## src/rtl/cnn_pkg.sv

```systemverilog
// cnn_pkg: shared constants and FSM state encoding for the result requant/packer.
//   DATA_ADDR_WIDTH : BRAM address/data port width
//   BIT_A_RESULT    : signed width of one accumulated core result
//   BIT_OUT_F       : signed width of one output feature
//   FEAT_PER_WORD   : output features packed into one BRAM3 word
package cnn_pkg;

  localparam int DATA_ADDR_WIDTH = 32;
  localparam int BIT_A_RESULT    = 21;
  localparam int BIT_OUT_F       = 8;
  localparam int FEAT_PER_WORD   = 4;

  typedef enum logic [1:0] {
    ST_IDLE  = 2'd0,
    ST_READ  = 2'd1,
    ST_DRAIN = 2'd2,
    ST_DONE  = 2'd3
  } state_t;

endpackage

```

## src/rtl/requant_sat.sv

```systemverilog
// requant_sat: combinational requantiser for one core result.
//   x     in  A_W  signed accumulated result
//   shift in  5    arithmetic right-shift amount
//   y     out F_W  shifted result saturated to the output feature range
// Build option RESULT_REQUANT_RELU_EN: when defined the lower clamp is 0
// (ReLU + saturate); otherwise the full signed range of F_W bits is used.
module requant_sat
  import cnn_pkg::*;
#(
  parameter int A_W = cnn_pkg::BIT_A_RESULT,
  parameter int F_W = cnn_pkg::BIT_OUT_F
) (
  input  logic [A_W-1:0] x,
  input  logic [4:0]     shift,
  output logic [F_W-1:0] y
);

  localparam int HI = (1 << (F_W - 1)) - 1;
`ifdef RESULT_REQUANT_RELU_EN
  localparam int LO = 0;
`else
  localparam int LO = -(1 << (F_W - 1));
`endif

  logic signed [A_W-1:0] shifted;
  logic signed [31:0]    wide;

  always_comb begin
    shifted = $signed(x) >>> shift;
    // Sign-extend once so both clamp bounds compare as plain signed ints.
    wide    = 32'(shifted);
    if (wide > HI) begin
      y = F_W'(HI);
    end else if (wide < LO) begin
      y = F_W'(LO);
    end else begin
      y = wide[F_W-1:0];
    end
  end

endmodule

```

## src/rtl/result_requant_packer.sv

```systemverilog
// result_requant_packer: reads CO core results from BRAM2, requantises each
// to a signed BIT_OUT_F feature and packs four features per word into BRAM3
// (first feature in the most significant byte).
// Build option: RESULT_REQUANT_RELU_EN (ReLU clamp inside requant_sat).
// Ports:
//   clk, reset_n              clock, asynchronous active-low reset
//   i_run, i_shift            start pulse (IDLE only) and shift captured with it
//   o_idle, o_run, o_done     state flags, o_done is a one-cycle pulse
//   o_bram2_*, i_bram2_qout   BRAM2 read port (read-only use)
//   o_bram3_*, i_bram3_qout   BRAM3 write port (qout unused)
// BRAM timing: an enabled read in cycle t presents its data on i_bram2_qout
// in cycle t+1, where it is consumed unconditionally (no back-pressure).
// A BRAM3 write is a single cycle with en = we = 1; en/we are 0 otherwise.
module result_requant_packer
  import cnn_pkg::*;
#(
  parameter int DATA_ADDR_WIDTH = cnn_pkg::DATA_ADDR_WIDTH,
  parameter int CO              = 16,
  parameter int BIT_A_RESULT    = cnn_pkg::BIT_A_RESULT,
  parameter int BIT_OUT_F       = cnn_pkg::BIT_OUT_F
) (
  input  logic                       clk,
  input  logic                       reset_n,
  input  logic                       i_run,
  input  logic [4:0]                 i_shift,
  output logic                       o_idle,
  output logic                       o_run,
  output logic                       o_done,
  output logic [DATA_ADDR_WIDTH-1:0] o_bram2_addr,
  output logic                       o_bram2_en,
  output logic                       o_bram2_we,
  output logic [DATA_ADDR_WIDTH-1:0] o_bram2_din,
  input  logic [DATA_ADDR_WIDTH-1:0] i_bram2_qout,
  output logic [DATA_ADDR_WIDTH-1:0] o_bram3_addr,
  output logic                       o_bram3_en,
  output logic                       o_bram3_we,
  output logic [DATA_ADDR_WIDTH-1:0] o_bram3_din,
  input  logic [DATA_ADDR_WIDTH-1:0] i_bram3_qout
);

  localparam int               CNT_W    = (CO > 1) ? $clog2(CO) : 1;
  localparam logic [CNT_W-1:0] LAST_IDX = CNT_W'(CO - 1);
  localparam int               WORD_W   = FEAT_PER_WORD * BIT_OUT_F;

  state_t                     state, state_next;
  logic [CNT_W-1:0]           rd_cnt;    // next BRAM2 address to read
  logic [CNT_W-1:0]           in_cnt;    // index of the result currently valid
  logic [1:0]                 byte_cnt;  // slot of that result within its word
  logic [WORD_W-1:0]          word_buf;
  logic [WORD_W-1:0]          word_merged;
  logic [WORD_W-1:0]          wr_word;
  logic [DATA_ADDR_WIDTH-1:0] wr_cnt;
  logic [DATA_ADDR_WIDTH-1:0] wr_addr;
  logic [4:0]                 shift_q;
  logic                       valid_q;
  logic                       wr_en;
  logic                       last_wr;   // the pending write carries the final result
  logic                       group_end;
  logic [BIT_OUT_F-1:0]       feat;
  logic                       unused_bits;

  assign unused_bits = ^{i_bram3_qout, i_bram2_qout[DATA_ADDR_WIDTH-1:BIT_A_RESULT]};

  requant_sat #(
    .A_W (BIT_A_RESULT),
    .F_W (BIT_OUT_F)
  ) u_requant_sat (
    .x     (i_bram2_qout[BIT_A_RESULT-1:0]),
    .shift (shift_q),
    .y     (feat)
  );

  // Drop the current feature into its slot; a word closes on its fourth
  // feature or on the final result (partial word, low slots left zero).
  always_comb begin
    word_merged = word_buf;
    word_merged[BIT_OUT_F*(FEAT_PER_WORD - 1 - int'(byte_cnt)) +: BIT_OUT_F] = feat;
    group_end   = (byte_cnt == 2'(FEAT_PER_WORD - 1)) || (in_cnt == LAST_IDX);
  end

  always_ff @(posedge clk or negedge reset_n) begin
    if (!reset_n) begin
      state <= ST_IDLE;
    end else begin
      state <= state_next;
    end
  end

  always_comb begin
    state_next = state;
    case (state)
      ST_IDLE:  if (i_run) state_next = ST_READ;
      ST_READ:  if (rd_cnt == LAST_IDX) state_next = ST_DRAIN;
      ST_DRAIN: if (wr_en && last_wr) state_next = ST_DONE;
      ST_DONE:  state_next = ST_IDLE;
      default:  state_next = ST_IDLE;
    endcase
  end

  always_ff @(posedge clk or negedge reset_n) begin
    if (!reset_n) begin
      rd_cnt   <= '0;
      in_cnt   <= '0;
      byte_cnt <= '0;
      word_buf <= '0;
      wr_word  <= '0;
      wr_cnt   <= '0;
      wr_addr  <= '0;
      shift_q  <= '0;
      valid_q  <= 1'b0;
      wr_en    <= 1'b0;
      last_wr  <= 1'b0;
    end else begin
      wr_en   <= 1'b0;
      last_wr <= 1'b0;
      valid_q <= (state == ST_READ);
      if (state == ST_IDLE && i_run) begin
        shift_q  <= i_shift;
        rd_cnt   <= '0;
        in_cnt   <= '0;
        byte_cnt <= '0;
        word_buf <= '0;
        wr_cnt   <= '0;
      end
      if (state == ST_READ) begin
        rd_cnt <= rd_cnt + 1'b1;
      end
      if (valid_q) begin
        in_cnt <= in_cnt + 1'b1;
        if (group_end) begin
          wr_en    <= 1'b1;
          last_wr  <= (in_cnt == LAST_IDX);
          wr_word  <= word_merged;
          wr_addr  <= wr_cnt;
          wr_cnt   <= wr_cnt + 1'b1;
          word_buf <= '0;
          byte_cnt <= '0;
        end else begin
          word_buf <= word_merged;
          byte_cnt <= byte_cnt + 1'b1;
        end
      end
    end
  end

  assign o_idle       = (state == ST_IDLE);
  assign o_run        = (state == ST_READ) || (state == ST_DRAIN);
  assign o_done       = (state == ST_DONE);
  assign o_bram2_en   = (state == ST_READ);
  assign o_bram2_addr = DATA_ADDR_WIDTH'(rd_cnt);
  assign o_bram2_we   = 1'b0;
  assign o_bram2_din  = '0;
  assign o_bram3_en   = wr_en;
  assign o_bram3_we   = wr_en;
  assign o_bram3_addr = wr_addr;
  assign o_bram3_din  = DATA_ADDR_WIDTH'(wr_word);

endmodule

```

## config.mk

```make
export PLATFORM = sky130hd
export DESIGN_NAME = result_requant_packer
export DESIGN_NICKNAME = d
export VERILOG_FILES = /design/src/rtl/cnn_pkg.sv /design/src/rtl/requant_sat.sv /design/src/rtl/result_requant_packer.sv
export SDC_FILE = /design/constraint.sdc
export NUM_CORES = 1
export LEC_CHECK = 0
export ABC_AREA = 1
export CELL_PAD_IN_SITES_DETAIL_PLACEMENT = 2
export CELL_PAD_IN_SITES_GLOBAL_PLACEMENT = 2
export CORE_UTILIZATION = 25
export DETAILED_ROUTE_END_ITERATION = 16
export GPL_ROUTABILITY_DRIVEN = 0
export HOLD_SLACK_MARGIN = 0.06
export PLACE_DENSITY = 0.79
export SLEW_MARGIN = 40
export SYNTH_ARGS = -nofsm -noshare
export SYNTH_HDL_FRONTEND = slang
export SYNTH_SLANG_ARGS = --single-unit
```

## constraint.sdc

```tcl
create_clock -name clk -period 2.2 [get_ports clk]
set_input_delay 0.66 -clock clk [delete_from_list [all_inputs] [get_ports clk]]
set_output_delay 0.66 -clock clk [all_outputs]
set_load 0.005 [all_outputs]
```

**Yosys cells after proc, flatten, opt, wreduce, memory -nomap -nowiden**

Cells that the tools add are included.

- $add $sub $neg: 6
- $lt $le $gt $ge: 2
- Eq/ne operators: 9
- Shift-type cells: 3
- Muxes and demuxes: 23
- Reduce and logical (&&, ||, !) cells: 9

Operators with widths:

| operator | count |
|---|---|
| 2-to-1 mux 32 bit | 6 |
| negator 6 -> 33 bit | 1 |
| variable shift 8 x 33 -> 32 bit (first input constant) | 1 |
| indexed part select 8 x 33 -> 32 bit | 1 |
| adder 32 x 1 -> 32 bit (second input constant) | 1 |
| bitwise mux 32 bit | 1 |
| > comparator 21 x 8 -> 1 bit (second input constant) | 1 |
| < comparator 21 x 8 -> 1 bit (second input constant) | 1 |
| >>> shifter 21 x 5 -> 21 bit | 1 |
| 2-to-1 mux 8 bit | 2 |
| 2-to-1 mux 2 bit | 6 |
| 2-to-1 mux 4 bit | 3 |
| adder 4 x 1 -> 4 bit (second input constant) | 2 |
| == test 4 bit (second input constant) | 2 |
| case mux 2 bit (4 select lines) | 1 |
| == test 2 bit (second input constant) | 3 |
| 2-to-1 mux 1 bit | 4 |
| inequality test 2 bit (second input constant) | 2 |
| nonzero test 2 bit | 2 |
| AND reduction 3 bit | 1 |
| subtractor 2 x 2 -> 3 bit (first input constant) | 1 |
| adder 2 x 1 -> 2 bit (second input constant) | 1 |
| == test 2 x 1 -> 1 bit (second input constant) | 1 |
| logical AND 1 bit | 2 |
| other kinds (4) | 5 |

- Bits in registers: 148
- Input bits: 72
- Output and inout bits: 135
- Logic and storage cells: 64

**Longest topological paths before layout**

Gate-level depths: netlist (run 1).

- Depth after elaboration: 8
- Gate-level depth with buffers: 20
- Mapped depth without buffers: 19

**Hierarchy**

Synthesis (run 1) repeated with hierarchy kept, for this count alone.

- Cell total of the unflattened synthesis: 1120
- Area total of the unflattened synthesis: 8450.6 sq um

By module, submodules not included:

| module | times used | cells an instance | area each (sq um) | sequential area each (sq um) |
|---|---|---|---|---|
| result_requant_packer | 1 | 874 | 7315.8 | 3703.6 |
| requant_sat | 1 | 246 | 1134.8 | 0.0 |

**Least setup slack after synthesis (run 1)**

OpenSTA, ideal clock, no wires.

- Kind: register -> register
- From: register byte_cnt[0]
- To: register wr_word[23] (netlist: o_bram3_din[23])
- Library setup time: 83 ps
- Data arrival time: 2118 ps
- Required time: 2117 ps
- Slack: -1 ps
- Stages on the path, launching flop included: 10
- Path buffers: 1
- Clock period less this slack: 2201 ps
- Path through: dfrtp_1 > clkinv_1 > clkbuf_1 > ha_1 > inv_1 > nor3_1 > nand3_1 > o21ai_0 > inv_1 > o21ai_0

- Cells in the longest elaborated chain, start to end: 4
- Elaborated cells between the ends (all ways): 8
- Those cells by class: add/sub (2); eq/ne (1); shift (2); mux (1); reduce/logical (2)

Ends and longest elaborated chain:

| what | line | text |
|---|---|---|
| from (decl) | result_requant_packer.sv:48 | `logic [1:0] byte_cnt;` |
| from (signal assigned) | result_requant_packer.sv:140 | `byte_cnt <= byte_cnt + 1'b1;` |
| subtractor 2 x 2 -> 3 bit | result_requant_packer.sv:77 | `word_merged[BIT_OUT_F*(FEAT_PER_WORD - 1 - int'(byte_cnt)) +: BIT_OUT_F] = feat;` |
| negator 6 -> 33 bit | result_requant_packer.sv:77 |  |
| indexed part select 8 x 33 -> 32 bit or variable shift 8 x 33 -> 32 bit (tied branches) | result_requant_packer.sv:77 |  |
| bitwise mux 32 bit | result_requant_packer.sv:77 |  |
| to (signal assigned) | result_requant_packer.sv:133 | `wr_word <= word_merged;` |
| to (decl) | result_requant_packer.sv:51 | `logic [WORD_W-1:0] wr_word;` |

Parallel ways exist; a longest one is shown, timed or not.
A chain may end at the register's enable or synchronous reset.

**Worst setup path in the final report (run 1)**

- From: input i_bram2_qout[11]
- To: register word_buf[4]

- Cells in the longest elaborated chain, start to end: 8
- Elaborated cells between the ends (all ways): 9
- Those cells by class: order compare (2); shift (2); mux (5)

Ends and longest elaborated chain:

| what | line | text |
|---|---|---|
| from (decl) | result_requant_packer.sv:33 | `input logic [DATA_ADDR_WIDTH-1:0] i_bram2_qout,` |
| >>> shifter 21 x 5 -> 21 bit * | requant_sat.sv:29 | `shifted = $signed(x) >>> shift;` |
| < comparator 21 x 8 -> 1 bit | requant_sat.sv:34 | `end else if (wide < LO) begin` |
| 2-to-1 mux 8 bit | requant_sat.sv:34 |  |
| 2-to-1 mux 8 bit * | requant_sat.sv:32 | `if (wide > HI) begin` |
| indexed part select 8 x 33 -> 32 bit * | result_requant_packer.sv:77 |  |
| bitwise mux 32 bit * | result_requant_packer.sv:77 |  |
| 2-to-1 mux 32 bit * | result_requant_packer.sv:130 | `if (group_end) begin` |
| 2-to-1 mux 32 bit * | result_requant_packer.sv:128 | `if (valid_q) begin` |
| to (signal assigned) | result_requant_packer.sv:139 | `word_buf <= word_merged;` |
| to (decl) | result_requant_packer.sv:49 | `logic [WORD_W-1:0] word_buf;` |

Every way passes the cells marked *; elsewhere a longest branch is shown, timed or not.

==> results of run 1 <==
[state kept, by name (all words and copies together), names as in the netlist, 4 cells and up]
| register | count |
|---|---|
| word_buf | 32 |
| o_bram3_addr | 32 |
| o_bram3_din | 32 |
| shift_q | 5 |
| wr_cnt | 32 |
| rd_cnt | 4 |
| in_cnt | 4 |
[repair_timing]
action,4_1_cts,5_1_grt
cloned,3,0
pin swaps,32,34
setup buffers,14,12
resized for setup,115,90
hold endpoints to repair,0,0
endpoints found under the setup margin,66,81
[per-stage QoR]
| stage | worst slack (ns) | utilization | power (W) | instance area [um^2] | setup TNS, ns |
|---|---|---|---|---|---|
| floorplan | 0.08704 | - | 0.007148 | 8439 | 0 |
| global placement | -0.5944 | 0.3137 | 0.01005 | 10030 | -31.52 |
| detailed placement | -0.6926 | 0.3137 | 0.01028 | 10030 | -37.59 |
| CTS | -0.1462 | 0.3467 | 0.01393 | 11080 | -5.067 |
| global route | -0.3971 | 0.3592 | 0.01540 | 11480 | -18.43 |
| finish | -0.2783 | 0.3592 | 0.01447 | 11480 | -10.62 |
[routing by layer]
layer | vias up | share of wire | track usage
met4 | 0 | 0.016 | 0.04467
met1 | 4251 | 0.43 | 0.2210
met5 | - | 0 | 0
li1 | 3845 | - | -
met2 | 153 | 0.53 | 0.3358
met3 | 35 | 0.026 | 0.02581
[worst paths after layout]
check                                 startpoint         endpoint  slack [ns]  cells past startpoint
worst min register to register    o_bram3_din[2]   o_bram3_din[2]        0.48                      2
worst max-delay path            i_bram2_qout[11]      word_buf[4]       -0.28                     15
worst max register to register        shift_q[0]      word_buf[4]       -0.22                     15
worst min-delay path                     reset_n       wr_cnt[10]        0.16                      1
min in group clk                  o_bram3_din[2]   o_bram3_din[2]        0.48                      2
max in group asynchronous                reset_n  o_bram3_din[29]        1.42                      2
[cells in the final DEF (no fill, tap or decap), drive strengths merged, types with 2 or more instances in the layout]
master and instances:
a211o 3, a21oi 14, a31oi 7, buf 105
clkbuf 19, clkdlybuf4s50 88, clkinv 5, clkinvlp 3
conb 61, dfrtp 148, dlygate4sd2 9, dlymetal6s2s 4
ha 12, inv 81, nand2 425, nand3 89
nand3b 3, nand4 23, nor2 54, nor3 18
nor4 2, o211ai 5, o21a 2, o21ai 97
o22ai 13, o31ai 3, or2 2
[cell families (layout without fill, tap and decap cells)]
kind of cell               count (synthesis)  after routing
muxes                                      1              1
adders and majority gates                 12             12
DFF                                      148            148
buffers and inverters                    179            314
other                                      1             61
and+or+nand+nor                          617            617
AOI/OAI and AO/OA                        148            148
xor gates and xnor gates                   1              1
[final cells by class]
| class | instances | area, um^2 |
|---|---|---|
| Clock buffer | 19 | 442.9 |
| Clock inverter | 13 | 113.9 |
| Fill cell | 3621 | 20480 |
| Inverter | 75 | 286.5 |
| Multi-Input combinational cell | 840 | 4447 |
| Sequential cell | 148 | 3706 |
| Tap cell | 435 | 544.3 |
| Timing Repair Buffer | 206 | 1933 |
| Timing Repair inverter | 1 | 6.256 |
[power by group through the flow]
stage | clock network (W) | registers (W) | logic, W
CTS | 0.00293 | 0.00393 | 0.00707
floorplan | 0 | 0.00384 | 0.00331
finish | 0.00288 | 0.00393 | 0.00766
detailed placement | 0 | 0.00394 | 0.00634
global placement | 0 | 0.00392 | 0.00614
global route | 0.00305 | 0.00402 | 0.00833
[worst max-delay path, delay by kind of cell]
kind                   cells  cell delay, ns
AO/OA/AOI/OAI              2            0.16
AND/OR/NAND/NOR           12            1.51
buffers and inverters      1            0.45
==> key figures, run 1 <==
Outcome
  • Status: finished with violations
  • Failing checks: negative setup slack

Power and ir drop
  • Total power per unit cell area: 1260 mW/mm^2
  • Sw Ratio: 0.4408
  • LEAKAGE: roughly 5.4 nW
  • Gate power share: 0.529
  • Max VDD drop: ~0.0006 V
  • Sw power: between 0.006 and 0.007 W
  • Flop pwr share: 0.272
  • Clock share of power: 0.199
  • Internal: 0.008091 W

Min path
  • Hold crit path type: input pin to asynchronous set/reset pin

Route
  • # DRC: 0
  • Detailed Route WL: ~32000 um
  • Wire per inst: around 19 um
  • Vias: roughly 8300
  • Starting DRT DRC Count: 340
  • Detail Route Antenna Nets: 0
  • First-pass detailed-route iteration total: 4
  • Vias per inst: approximately 4.8

STA
  • RSZ-0062 raised after global routing: true
  • Clk_skew: about 0.016 ns
  • Max Clk Rate: 403.5 MHz
  • Fin. Hold Viols: 0
  • Min Hold Slack: ~0.16 ns
  • Final max-slew violation count: 0
  • Final worst setup slack: -0.2783 ns
  • Setup violators final: just under 60
  • Tmin final: ~2.5 ns
  • Worst Tran Pin Value: around 0.62 ns
  • Final period util: 1.127
  • Headroom to the max-slew limit: 0.5847

Logic synthesis
  • Count of cell types in the netlist: 40
  • Largest family of logic cells by synthesized area: simple AND/OR/NAND/NOR gates
  • Post-synth EDFFs: 0
  • Flops & latches, synth: about 150
  • Top-area cell type share of the netlist area: 0.4512
  • Synth Area in XOR/XNOR: 0.001067
  • Synth Area per Inst: between 7 and 8 um^2
  • Post-Synth Adder-Cell Area: 0.01829
  • Async SR Flop Fraction: 1.000
  • Mapped Area: ~0.0082 mm^2
  • Simple logic cell fraction of the synthesized area: 0.3150
  • Seq/Total Area, Yosys: 0.4512
  • Post-synth top area cell: dfrtp_1
  • Synth Area in Compound Gates: 0.09938
  • Mapped Cells: about 1100
  • Synth area leaders: dfrtp_1 45%, nand2_1 19%, buf_4 5.9%
  • Dominant synthesized flop cell: dfrtp_1
  • Multiplexer share of the synthesized area: 0.001219
  • Top-count cell post-synth: nand2_1
  • Yosys Warn Count: 0
  • List of most frequent post-synthesis cells: 414 x nand2_1, 148 x dfrtp_1, 89 x nand3_1

Worst setup path
  • Largest stage delay, worst path: 0.45 ns
  • Worst-path cell with the longest stage delay: clkdlybuf4s50_1
  • Critical path peak fanout: 7
  • Worst Setup Start Kind: input pin
  • Arrival time at the worst endpoint: approximately 2.8 ns
  • Crit end category: flip-flop
  • Worst EP required: 2.52 ns
  • Critical path, cell by cell: clkdlybuf4s50_1, nand2_1, nand3_1, nand3_1, nand2_2, nand2_1, nand2_2, nor3_2, nand3_2, nand2_8, nand2_4, nand2_2, o21ai_2, nand2_1, o21ai_1
  • WS Path Type: input pin to flip-flop

Clocking
  • Clock transition at path regs: ~0.070 ns
  • CTS Sinks: 148
  • Cts bufs inserted: 17
  • CTS tree: done
  • Htree depth: 4
  • Root Driver: clkbuf_16
  • Hold-fix buffers at CTS: 0
  • Worst-case clock buffer depth: 2
  • Worst-skew pair later-pin latency: roughly 0.43 ns

Floorplanning
  • Initial core utilization: 0.2568
  • Core area: about 0.032 mm^2
  • # rows: 65
  • Die Wd: about 180 um
  • Die height: around 180 um
  • Num ports: 207
  • Die area: 0.03357 mm^2

Global route
  • Antenna violations before repair: 0
  • GRT Util Overall: 0.1821
  • GRT overflow: 0
  • Vias in the first global route: 9076
  • Largest net degree at the start of global routing: approximately 90
  • First-pass GRT wire length: roughly 48000 um

Cells and area
  • Final Non-Filler Cells: around 1700
  • Antenna diodes: 0
  • NumNets Final: around 1400
  • Area delta synth->final: 39.84%
  • Layout cells sized above 1: 0.2189

Run
  • Max-cap violations: 0

Place
  • IO Port Bufs: around 100
  • Post-Place Cells: ~1700
  • Post-DP HPWL: 20910 um
(Power assumes the default switching activity.)
==> run 2: changes to the inputs <==
CORE_MARGIN = 1.5   (was default)
==> run 2 against run 1 <==
Effect of this change: the run still ends with negative setup slack left; worst hold slack worse by 0.0050 ns; cell count is 0.92% higher; combinational power is 15% higher; count of clock-buffer cells in the layout is 2 higher; critical path type unchanged; setup slack worse by 0.081 ns; routed wire length is 8.2% higher; clock power is 5% higher; register-to-register slack worse by 0.13 ns; global-route usage is 0.083 points lower; non-clock buffer count is 9 higher; largest power group unchanged; clock skew is 0.0040 ns higher.
==> key figures, run 2 (synthesized netlist as in run 1, its figures left out) <==
Cells and area
  • NumNets Final: roughly 1400
  • Area delta synth->final: 44.89%
  • Antenna diodes: 0
  • Commonest non-fill, non-tap cell in the layout: nand2_1
  • Most frequent cells in the layout: 335 x nand2_1, 147 x dfrtp_1, 94 x buf_4
  • Layout cells sized above 1: 0.2555
  • Fin area: ~0.012 mm^2

Clocking
  • Htree depth: 4
  • Worst-skew pair later-pin latency: roughly 0.45 ns
  • Worst-case clock buffer depth: 2
  • CTS Sinks: 148
  • CTS tree: done
  • Hold-fix buffers at CTS: 0
  • Cts bufs inserted: 17
  • Root Driver: clkbuf_16
  • Clock transition at path regs: ~0.07 ns

Route
  • Vias: ~8400
  • Detail Route Antenna Nets: 0
  • First-pass detailed-route iteration total: 5
  • # DRC: 0
  • Wire per inst: approximately 20 um
  • Detailed Route WL: between 30000 and 40000 um
  • Vias per inst: between 4 and 5
  • Starting DRT DRC Count: ~380

Worst setup path
  • Crit end category: flip-flop
  • Worst EP required: roughly 2.5 ns
  • R2R cell count: 16
  • Worst setup path endpoint: word_buf[0]
  • Worst-path cell with the longest stage delay: clkdlybuf4s50_1
  • Reg-to-Reg End: word_buf[0]
  • Critical path, cell by cell: clkdlybuf4s50_1, nand2_2, nand3_2, nand2_1, nand2_1, nand3_1, nand2_1, inv_1, nand2_2, nor2_4, nand3_4, nand2_8, nand2_8, nand2_1, o21ai_2, nand2_1, o21ai_1
  • Arrival time at the worst endpoint: around 2.9 ns
  • Largest stage delay, worst path: ~0.45 ns
  • Most used cell, CP: nand2_1
  • Crit path from: i_bram2_qout[15]
  • Critical path peak fanout: 7
  • Worst reg2reg setup slack: -0.35 ns
  • Worst Setup Start Kind: input pin
  • WS Path Type: input pin to flip-flop
  • Reg-to-Reg Start: shift_q[0]

Power and ir drop
  • Max VDD drop: about 0.0008 V
  • Gate power share: 0.559
  • LEAKAGE: 5.541 nW
  • Flop pwr share: 0.250
  • Sw Ratio: 0.4514
  • Sw power: just over 0.007 W
  • Clock share of power: 0.191
  • Internal: 0.008645 W
  • Total power per unit cell area: between 1000 and 1500 mW/mm^2

STA
  • Max Clk Rate: around 390 MHz
  • Clk_skew: just over 0.02 ns
  • Final period util: 1.163
  • Worst Tran Pin Value: 0.6915 ns
  • Tmin final: between 2 and 3 ns
  • RSZ-0062 raised after global routing: true
  • Fin. Hold Viols: 0
  • Final max-slew violation count: 0
  • Final worst setup slack: -0.3594 ns
  • Setup violators final: 59
  • Headroom to the max-slew limit: 0.5385

Global route
  • GRT Util Overall: 0.1813
  • Largest net degree at the start of global routing: 91
  • Vias in the first global route: 8901
  • GRT overflow: 0
  • Antenna violations before repair: 0
  • First-pass GRT wire length: 48410 um

Floorplanning
  • Num ports: 207
  • Die height: between 150 and 200 um
  • Die area: between 0.03 and 0.04 mm^2
  • # rows: 66
  • Core area: approximately 0.032 mm^2
  • Initial core utilization: 0.2529
  • Die Wd: 184.2 um

Outcome
  • Failing checks: negative setup slack
  • Status: finished with violations

Min path
  • Hold crit path type: input pin to asynchronous set/reset pin

Place
  • IO Port Bufs: 102
  • Post-DP HPWL: 20520 um
  • Cell Area, Placed: 0.01005 mm^2
  • Setup WS pre-CTS: -0.7461 ns

Run
  • Max-cap violations: 0
==> run 2: per-layer routing <==
layer  GRT usage  up-vias  share of wire
li1            -     3870              -
met1      0.2235     4328           0.42
met2      0.3292      181           0.52
met3     0.02233       67          0.028
met4     0.05311        0          0.036
met5           0        -              0
==> run 2: how the worst min path moves through the flow <==
stage	from	end	cells after the start	slack, ns
after floorplan	reset_n	byte_cnt[0]	0	0.36
after global placement	o_bram3_addr[14]	o_bram3_addr[14]	2	0.46
after detailed placement	o_bram3_din[25]	o_bram3_din[25]	2	0.46
after CTS	reset_n	o_bram3_addr[10]	1	0.16
after global routing	reset_n	o_bram3_addr[4]	1	0.17
final	reset_n	o_bram3_addr[2]	1	0.16
==> run 2: layout make-up <==
cell class,instances,area [um^2]
Inverter,75,289.0
Tap cell,442,553.0
Fill cell,3624,20560
Timing Repair inverter,1,3.754
Sequential cell,148,3705
Clock buffer,21,470.5
Clock inverter,11,117.6
Timing Repair Buffer,215,1998
Multi-Input combinational cell,840,4757
==> run 2: through the flow <==
| stage | instances | setup TNS (ns) | total power, W | hold slack [ns] | utilization |
|---|---|---|---|---|---|
| floorplan | 1167 | 0 | 0.007148 | 0.3644 | - |
| global placement | 1686 | -32.10 | 0.01010 | 0.4605 | 0.3095 |
| detailed placement | 1686 | -39.03 | 0.01038 | 0.4649 | 0.3095 |
| CTS | 1736 | -4.510 | 0.01426 | 0.1642 | 0.3425 |
| global route | 1753 | -22.17 | 0.01666 | 0.1671 | 0.3665 |
| finish | 1753 | -13.74 | 0.01576 | 0.1560 | 0.3665 |
==> run 2: power groups by stage <==
stage	Clock (W)	Combinational, W	Sequential [W]
2_1_floorplan	0	0.00331	0.00384
3_3_place_gp	0	0.00619	0.00391
3_5_place_dp	0	0.00645	0.00393
5_1_grt	0.00315	0.00950	0.00401
4_1_cts	0.00302	0.00733	0.00392
6_report	0.00301	0.00881	0.00394
==> run 2: critical path: cells and delay by family <==
kind	cells	cell delay (ns)
simple gates	13	1.50
buf+inv	2	0.53
compound gates	2	0.17
==> run 2: repair_timing <==
item | CTS | global route
pin swaps | 28 | 44
buffers inserted | 17 | 17
endpoints found under the setup margin | 70 | 71
resized for setup | 110 | 171
gates cloned | 2 | 0
